**config.mk**
```make
export PLATFORM = sky130hd
export DESIGN_NAME = button_conditioner_flat
export DESIGN_NICKNAME = d
export VERILOG_FILES = /design/src/rtl/button_conditioner_pkg.sv /design/src/rtl/button_conditioner_if.sv /design/src/rtl/button_conditioner_debounce_fsm.sv /design/src/rtl/button_conditioner.sv /design/src/flat_wrapper.sv
export SDC_FILE = /design/constraint.sdc
export NUM_CORES = 1
export LEC_CHECK = 0
export CAP_MARGIN = 20
export CORE_MARGIN = 2
export CORE_UTILIZATION = 50
export CTS_BUF_LIST = sky130_fd_sc_hd__clkbuf_8 sky130_fd_sc_hd__clkbuf_16
export DETAILED_ROUTE_END_ITERATION = 16
export PLACE_DENSITY = 0.7
export SKIP_CTS_REPAIR_TIMING = 1
export SLEW_MARGIN = 10
export SYNTH_ARGS = -nofsm -noshare
export SYNTH_HDL_FRONTEND = slang
export SYNTH_SLANG_ARGS = --single-unit
```
**constraint.sdc**
```tcl
create_clock -name clk125 -period 4.7 [get_ports clk125]
set_input_delay 0.94 -clock clk125 [delete_from_list [all_inputs] [get_ports clk125]]
set_output_delay 0.94 -clock clk125 [all_outputs]
set_load 0.02 [all_outputs]
```
**src/rtl/button_conditioner_pkg.sv**
```systemverilog
// Shared types and constants for the button conditioning input stage.
package button_conditioner_pkg;

   // Debounce state per button: two stable states and two arming states.
   typedef enum logic [1:0] {
      DB_IDLE   = 2'd0,
      DB_ARM_HI = 2'd1,
      DB_HELD   = 2'd2,
      DB_ARM_LO = 2'd3
   } db_state_t;

   // Bit positions of each button in the debounced level vector.
   localparam int BTN_RIGHT = 0;
   localparam int BTN_LEFT  = 1;
   localparam int BTN_FIRE  = 2;
   localparam int NUM_BTNS  = 3;

endpackage

```
**src/rtl/button_conditioner_if.sv**
```systemverilog
// Raw button inputs and conditioned game-control outputs as one bundle.
// The master side drives the raw buttons; the slave side is the conditioner.
interface button_conditioner_if;
   import button_conditioner_pkg::*;

   logic                right;
   logic                left;
   logic                fire;
   logic                move_right;
   logic                move_left;
   logic                fire_pulse;
   logic [NUM_BTNS-1:0] btn_level;

   modport master (
      output right, left, fire,
      input  move_right, move_left, fire_pulse, btn_level
   );

   modport slave (
      input  right, left, fire,
      output move_right, move_left, fire_pulse, btn_level
   );

endinterface

```
**src/rtl/button_conditioner_debounce_fsm.sv**
```systemverilog
// One button: two-flop synchroniser followed by a debounce state machine.
// A level change is accepted only after the synchronised input has held the
// new value for DEBOUNCE_CYCLES+1 consecutive samples.
module debounce_fsm
   import button_conditioner_pkg::*;
#(
   parameter int DEBOUNCE_CYCLES = 125_000
)
(
   input  logic clk125,
   input  logic rst,
   input  logic raw,
   output logic level,
   output logic rise
);

   localparam int               CNT_W    = $clog2(DEBOUNCE_CYCLES + 1);
   localparam logic [CNT_W-1:0] CNT_LAST = CNT_W'(DEBOUNCE_CYCLES - 1);

   logic             s1;
   logic             s2;
   db_state_t        state;
   logic [CNT_W-1:0] cnt;

   // Bring the asynchronous button into the clk125 domain.
   always_ff @(posedge clk125) begin
      if (rst) begin
         s1 <= 1'b0;
         s2 <= 1'b0;
      end else begin
         s1 <= raw;
         s2 <= s1;
      end
   end

   // Debounce: arm on a change, commit once it stays stable long enough.
   always_ff @(posedge clk125) begin
      if (rst) begin
         state <= DB_IDLE;
         cnt   <= '0;
         rise  <= 1'b0;
      end else begin
         rise <= 1'b0;
         case (state)
            DB_IDLE: begin
               if (s2) begin
                  state <= DB_ARM_HI;
                  cnt   <= '0;
               end
            end
            DB_ARM_HI: begin
               if (!s2) begin
                  state <= DB_IDLE;
                  cnt   <= '0;
               end else if (cnt == CNT_LAST) begin
                  state <= DB_HELD;
                  cnt   <= '0;
                  rise  <= 1'b1;
               end else begin
                  cnt <= cnt + 1'b1;
               end
            end
            DB_HELD: begin
               if (!s2) begin
                  state <= DB_ARM_LO;
                  cnt   <= '0;
               end
            end
            DB_ARM_LO: begin
               if (s2) begin
                  state <= DB_HELD;
                  cnt   <= '0;
               end else if (cnt == CNT_LAST) begin
                  state <= DB_IDLE;
                  cnt   <= '0;
               end else begin
                  cnt <= cnt + 1'b1;
               end
            end
            default: begin
               state <= DB_IDLE;
               cnt   <= '0;
            end
         endcase
      end
   end

   // The level is high while held and while a release is still being confirmed.
   assign level = (state == DB_HELD) || (state == DB_ARM_LO);

endmodule

```
**src/rtl/button_conditioner.sv**
```systemverilog
// Input stage between the raw board buttons and the game logic: debounces
// right/left/fire, gates the move levels so they are mutually exclusive, and
// turns the fire button into rate-limited single-cycle bullet requests.
module button_conditioner
   import button_conditioner_pkg::*;
#(
   parameter int DEBOUNCE_CYCLES = 125_000,
   parameter int FIRE_COOLDOWN   = 1_250_000,
   parameter bit AUTO_FIRE       = 1'b0
)
(
   input  logic                 clk125,
   input  logic                 rst,
   button_conditioner_if.slave  btn
);

   localparam int              CD_W      = $clog2(FIRE_COOLDOWN + 1);
   localparam logic [CD_W-1:0] CD_RELOAD = CD_W'(FIRE_COOLDOWN);

   logic [NUM_BTNS-1:0] raw;
   logic [NUM_BTNS-1:0] level;
   logic [NUM_BTNS-1:0] rise;
   logic [CD_W-1:0]     cd;
   logic                fire_trigger;
   logic                unused_rise;

   assign raw[BTN_RIGHT] = btn.right;
   assign raw[BTN_LEFT]  = btn.left;
   assign raw[BTN_FIRE]  = btn.fire;

   for (genvar i = 0; i < NUM_BTNS; i++) begin : g_db
      debounce_fsm #(
         .DEBOUNCE_CYCLES (DEBOUNCE_CYCLES)
      ) u_db (
         .clk125 (clk125),
         .rst    (rst),
         .raw    (raw[i]),
         .level  (level[i]),
         .rise   (rise[i])
      );
   end

   // Only the fire button's edge matters; the move buttons are used as levels.
   assign unused_rise = rise[BTN_RIGHT] ^ rise[BTN_LEFT];

   // Auto-fire re-triggers on the held level, otherwise only a fresh press fires.
   assign fire_trigger = AUTO_FIRE ? level[BTN_FIRE] : rise[BTN_FIRE];

   assign btn.btn_level = level;

   // Register the move outputs; pressing both buttons cancels motion.
   always_ff @(posedge clk125) begin
      if (rst) begin
         btn.move_right <= 1'b0;
         btn.move_left  <= 1'b0;
      end else begin
         btn.move_right <= level[BTN_RIGHT] & ~level[BTN_LEFT];
         btn.move_left  <= level[BTN_LEFT]  & ~level[BTN_RIGHT];
      end
   end

   // Fire only when the cooldown has expired; triggers during cooldown are dropped.
   always_ff @(posedge clk125) begin
      if (rst) begin
         cd             <= '0;
         btn.fire_pulse <= 1'b0;
      end else if (fire_trigger && (cd == '0)) begin
         cd             <= CD_RELOAD;
         btn.fire_pulse <= 1'b1;
      end else begin
         btn.fire_pulse <= 1'b0;
         if (cd != '0) begin
            cd <= cd - 1'b1;
         end
      end
   end

endmodule

```
**src/flat_wrapper.sv**
```systemverilog
// flat-port wrapper written by rule: the top's interface ports become plain ports
module button_conditioner_flat import button_conditioner_pkg::*;
#(
   parameter int DEBOUNCE_CYCLES = 125_000,
   parameter int FIRE_COOLDOWN   = 1_250_000,
   parameter bit AUTO_FIRE       = 1'b0
)
  (clk125, rst, btn_right, btn_left, btn_fire, btn_move_right, btn_move_left, btn_fire_pulse, btn_btn_level);
  button_conditioner_if btn_i ();
  input  logic clk125;
  input  logic rst;
  input wire logic [$bits(btn_i.right)-1:0] btn_right;
  input wire logic [$bits(btn_i.left)-1:0] btn_left;
  input wire logic [$bits(btn_i.fire)-1:0] btn_fire;
  output wire logic [$bits(btn_i.move_right)-1:0] btn_move_right;
  output wire logic [$bits(btn_i.move_left)-1:0] btn_move_left;
  output wire logic [$bits(btn_i.fire_pulse)-1:0] btn_fire_pulse;
  output wire logic [$bits(btn_i.btn_level)-1:0] btn_btn_level;
  assign btn_i.right = btn_right;
  assign btn_i.left = btn_left;
  assign btn_i.fire = btn_fire;
  assign btn_move_right = btn_i.move_right;
  assign btn_move_left = btn_i.move_left;
  assign btn_fire_pulse = btn_i.fire_pulse;
  assign btn_btn_level = btn_i.btn_level;
  button_conditioner #(.DEBOUNCE_CYCLES(DEBOUNCE_CYCLES), .FIRE_COOLDOWN(FIRE_COOLDOWN), .AUTO_FIRE(AUTO_FIRE)) u_core (.clk125(clk125), .rst(rst), .btn(btn_i));
endmodule
```
# Word level (Yosys, flattened, before mapping)

Cells that the tools add are included.
Widths: inputs -> output; s select.

Output and inout bits: 6
Input port bits: 5
Word-level logic and storage cells: 113
Bits in registers: 88

Mux-type cells: 43
Add/sub/neg operators: 4
Bitwise gates (word level): 6
Reductions and logical operators: 18
Equality and inequality tests: 24

Operators by type and width:

| operator              | number |
|---|---|
| $mux 17               | 15 |
| $pmux 17 s4           | 3 |
| $add 17x1->17 const B | 3 |
| $eq 17x17->1 const B  | 3 |
| $mux 21               | 2 |
| $mux 2                | 18 |
| $pmux 2 s4            | 3 |
| $logic_not 21->1      | 1 |
| $reduce_bool 21->1    | 1 |
| $sub 21x1->21 const B | 1 |
| $ne 3x3->1 const B    | 6 |
| $eq 2x2->1 const B    | 6 |
| $ne 2x2->1 const B    | 6 |
| $reduce_and 4->1      | 3 |
| $eq 2x1->1 const B    | 3 |
| $logic_not 2->1       | 3 |
| $reduce_and 2->1      | 3 |
| $not 1->1             | 4 |
| $logic_or 1x1->1      | 3 |
| $reduce_or 3->1       | 1 |
| $and 1x1->1           | 2 |
| $mux 1                | 2 |
| $reduce_bool 2->1     | 1 |
| $reduce_or 2->1       | 1 |
| $logic_and 1x1->1     | 1 |

# Longest topological paths before layout

Word-level depth: 4
Depth in mapped cells: 8
Depth with buffers taken out: 7

# Modules after synthesis

Synthesis repeated with hierarchy kept, for this count alone.

Cells, all modules: 552
Area total of the unflattened synthesis: 4514.3 um2

Modules (own cells, without submodules):

| module                                 | seq. area each (um2) | cells an instance | instances | area each (um2) |
|---|---|---|---|---|
| debounce_fsm (u_core.g_db[0].u_db ...) | 440.4                | 138               | 2         | 1097.3 |
| button_conditioner                     | 480.5                | 144               | 1         | 1223.7 |
| debounce_fsm (u_core.g_db[2].u_db)     | 440.4                | 132               | 1         | 1096.1 |

# Least setup slack after synthesis

Ideal clock, no wire load.

Path type: in2reg
Start point: input port rst
End point: register u_core.g_db[2].u_db.cnt[15]
Path buffers: 1
Setup time: 0.074 ns
Data required time: 4.626 ns
Arrival: 2.122 ns
Slack: 2.504 ns
Stages: 5
Path through: buf_2 -> nand3b_1 -> or2_2 -> or3_1 -> o21ai_0

RTL lines:

| item                 | RTL line                              | RTL |
|---|---|---|
| start, declared      | flat_wrapper.sv:11                    | `input logic rst;` |
| end signal, assigned | button_conditioner_debounce_fsm.sv:60 | `cnt <= cnt + 1'b1;` |
| end signal, assigned | button_conditioner_debounce_fsm.sv:77 | `cnt <= cnt + 1'b1;` |
| end, declared        | button_conditioner_debounce_fsm.sv:23 | `logic [CNT_W-1:0] cnt;` |

==> results.md <==
- Counting the buffers created by CTS gives 9.
- The synthesized area per cell is 8.37 um2.
- The number of antenna repair diodes is 0.
- The overall die area is slightly above 9000 um2.
- After floorplanning, the core was divided into 33 placement rows.
- At the end of the flow, the number of nets in the layout was about 520.
- The first global-routing pass estimated around 14 mm of wire.
- The final hold violation count was 0.
- Including well taps, the total number of placed cells is 607.
- The detailed-route via count is approximately 3.7k.
- The total power draw is 2.07 mW.
- The share of layout cells above drive strength 1 is 0.0656.
- After global routing the overflow that remains totals 0.
- The final count of negative-setup-slack endpoints is 0.
- Leaving out fill and tap cells, the most frequent cell in the layout is sky130_fd_sc_hd__dfxtp_1.
- In this run the number of H-tree levels came out at 3.
- The filler cell count is approximately 750.
- The sort of element at the end of the critical path is a flop.
- The Yosys step of the flow raised 0 warnings.
- In the final routed layout, each cell accounts on average for 13.6 um.
- After synthesis, the cell types taking the most area are sky130_fd_sc_hd__dfxtp_1 41%, sky130_fd_sc_hd__nand2_1 4.2%, sky130_fd_sc_hd__nor2_1 4.0%.
- The number of nets produced by synthesis is around 520.
- For this run, design rule violations remaining after detail routing come to 0.
- The data required time at the worst endpoint is ~5 ns.
- The number of I/O port buffers is 10.
- The power per standard cell area is approximately 450 nW/um2.
- The number of standard cells after synthesis is approximately 510.
- The placer congestion estimate is 0.829.
- The final-report max-slew violation count came to 0.
- Summed over all cells, the static leakage comes to approximately 1.6 nW.
- Setup repair after global routing left no endpoint under its margin.
- The later pin in the worst-skew pair is clocked with a latency of roughly 0.35 ns.
- In this run, distinct cell masters in the synthesized netlist total 57.
- The first detailed-routing pass ran for 4 iterations.
- Excluding fillers, the count of instances in the completed layout stands at slightly above 600.
- The run finished with clean final reports.
- The combinational share of power is 0.310.
- The area of combinational cells with multiple inputs is about 2300 um2.
- The HPWL after detailed placement is between 5 and 6 mm.
- The worst hold path belongs to the class flop to flop.
- Measured against its own limit, the worst slew margin works out to 0.350.
- Leaving out fill and tap cells, the most frequent cells in the layout are 88 x sky130_fd_sc_hd__dfxtp_1, 48 x sky130_fd_sc_hd__nand2_1, 46 x sky130_fd_sc_hd__nor2_1.
- The nature of the critical path startpoint is a primary input.
- The number of synthesized register bits is 88.
- Of the total power, the share spent switching nets is 0.355.
- The critical path is of the primary input to flop type.
- The total negative slack is 0 ns.
- For this block, the routed nets add up to around 8.5 mm of wire.
- sky130_fd_sc_hd__dfxtp_1 takes more of the synthesized area than any other cell.
- Once detail routing completed, the nets flagged for antenna violations numbered 0.
- The post-layout worst setup margin is ~1.9 ns.
- The cell-internal power is roughly 1.3 mW.
- The top achievable clock speed is roughly 0.36 GHz.
- The clock tree from TritonCTS is built.
- IR analysis of the VDD net gives a maximum drop of ~0.27 mV.
- In this run the standard cell core region covers between 8000 and 9000 um2.
- The library cell used as clock root buffer is sky130_fd_sc_hd__clkbuf_8.
- The die span in y is ~97 um.
- The transition at the pin with the smallest max-transition slack is roughly 0.97 ns.
- The tool flagged a number of max-cap violations equal to 0.
- The arrival time at the worst endpoint is roughly 3 ns.
- The clock period minus final worst setup slack is roughly 2.8 ns.
- Entering global routing, the biggest net connects 22 pins.
- For this run, the total global-route usage over all layers was measured as 0.193.
- The portion of the post-synthesis area used by sequential elements is 0.412.
- The clock skew after layout is roughly 0.0064 ns.
- Summing every instance area after synthesis gives 4280 um2.
- The part of the total power dissipated in the clock network is 0.246.
- After detailed routing, the number of vias per cell comes to slightly below 6.
- The combined flip-flop and latch cell area is approximately 1800 um2.
- The share of synthesized area in the top cell type comes to 0.412.
- Counting flops with an async set or reset pin after synthesis yields a share of 0.
- The number of global-route vias before repair was ~3.2k.
- For this configuration, the core starts out at a cell density of 0.518.
- The most used flip-flop cell after synthesis is sky130_fd_sc_hd__dfxtp_1.
- Before CTS, the worst setup slack after placement is between 1.5 and 2 ns.
- Counting along the longest clock path gives a buffer depth of 2.
- The share of the cycle needed by the critical path after routing is 0.590.
- The initial antenna violation count was 0.
- CTS saw approximately 90 sinks.
- The floorplan step set the die width to just under 100 um.
- Of all nets on the critical path, the largest fanout is 21.
- The violation count after the first detailed-routing iteration is 140.
- Counting flops with a built-in enable in the synthesized netlist gives 0.
- The worst hold margin is 0.443 ns.
- For this design the top-level I/O count stands at 11.
- The synthesis-to-layout area growth is 7.69%.
- After clock tree synthesis, the clock-pin slew on the worst setup and hold paths is approximately 0.09 ns.
- The net switching power figure is roughly 0.74 mW.
- The share of total power in sequential cells is 0.444.
==> metrics by stage <==
stage	utilization	instance area [um2]
6_report	0.558	4610
5_1_grt	0.558	4610
4_1_cts	0.558	4610
3_5_place_dp	0.535	4420
3_3_place_gp	0.535	4420
2_1_floorplan	-	4280
==> layout make-up <==
type | count | area share
repair buffers | 14 | 0.0282
clock buffers | 9 | 0.0269
multi-input cells | 386 | 0.509
flip-flops and latches | 88 | 0.382
clock inverters | 7 | 0.0141
well taps | 105 | 0.0285
inverters | 14 | 0.0114
==> metal layers <==
layer / vias to the layer above / part of all wire / wire length, um / global-route usage
li1: 1890 / - / - / -
met4: 0 / 0.011 / 97 / 0.0634
met1: 1755 / 0.51 / 4370 / 0.267
met3: 7 / 0.035 / 295 / 0.0497
met2: 55 / 0.44 / 3720 / 0.294
met5: - / 0 / 0 / 0
==> kinds of logic (layout without fill, tap and decap cells) <==
family          after synthesis  after routing  share of synthesized area
mux                           8              8                     0.0187
buf+inv                      37             44                     0.0406
xor+xnor                     16             16                     0.0327
compound gates              111            111                      0.162
flops                        88             88                      0.412
simple gates                246            246                      0.319
fa+ha+maj                     5              5                     0.0146
==> worst max-delay path, stage by stage <==
cell and delay [ns]:
sky130_fd_sc_hd__clkdlybuf4s50_1 0.79, sky130_fd_sc_hd__nand3b_1 0.47, sky130_fd_sc_hd__or2_2 0.42, sky130_fd_sc_hd__or3_1 0.35, sky130_fd_sc_hd__o21ai_0 0.07
==> worst paths after layout <==
check / start / endpoint / slack [ns] / depth (start not counted)
max: rst / u_core.g_db[2].u_db.cnt[15] / 1.93 / 5
min reg2reg: u_core.g_db[1].u_db.s1 / u_core.g_db[1].u_db.s2 / 0.44 / 1
max reg2reg: u_core.cd[0] / u_core.cd[4] / 2.42 / 7
min: u_core.g_db[1].u_db.s1 / u_core.g_db[1].u_db.s2 / 0.44 / 1
==> flip-flops by register name (all words and copies together) (netlist names), named ones only <==
register,flops
u_core.cd,21
u_core.g_db.u_db.s2,3
u_core.g_db.u_db.cnt,51
u_core.btn.fire_pulse,1
u_core.btn.move_right,1
u_core.g_db.u_db.s1,3
u_core.btn.move_left,1
u_core.g_db.u_db.state,3
u_core.g_db.u_db.rise,1
==> power groups by stage <==
stage | clock network [mW] | logic [mW] | registers (mW)
after floorplan | 0 | 0.529 | 0.917
after global placement | 0 | 0.619 | 0.932
after detailed placement | 0 | 0.635 | 0.936
after CTS | 0.526 | 0.638 | 0.919
after global routing | 0.555 | 0.726 | 0.934
final | 0.510 | 0.642 | 0.921
==> cell usage after synthesis (5+ instances only) <==
library cell and instances:
sky130_fd_sc_hd__or3_1 17, sky130_fd_sc_hd__nand2_1 48, sky130_fd_sc_hd__and3_1 7, sky130_fd_sc_hd__nor3_1 26
sky130_fd_sc_hd__xor2_1 5, sky130_fd_sc_hd__nand4_1 9, sky130_fd_sc_hd__inv_1 14, sky130_fd_sc_hd__nor3b_1 6
sky130_fd_sc_hd__a21oi_1 31, sky130_fd_sc_hd__xnor2_1 11, sky130_fd_sc_hd__a41oi_1 6, sky130_fd_sc_hd__a211oi_1 7
sky130_fd_sc_hd__nor4_1 12, sky130_fd_sc_hd__o21ai_0 24, sky130_fd_sc_hd__a31oi_1 16, sky130_fd_sc_hd__nor2_1 46
sky130_fd_sc_hd__a21o_1 7, sky130_fd_sc_hd__dfxtp_1 88, sky130_fd_sc_hd__clkbuf_1 12, sky130_fd_sc_hd__mux2i_1 8
sky130_fd_sc_hd__nor2b_1 7, sky130_fd_sc_hd__ha_1 5, sky130_fd_sc_hd__nand3_1 31
Power figures use the tool's default switching activity.
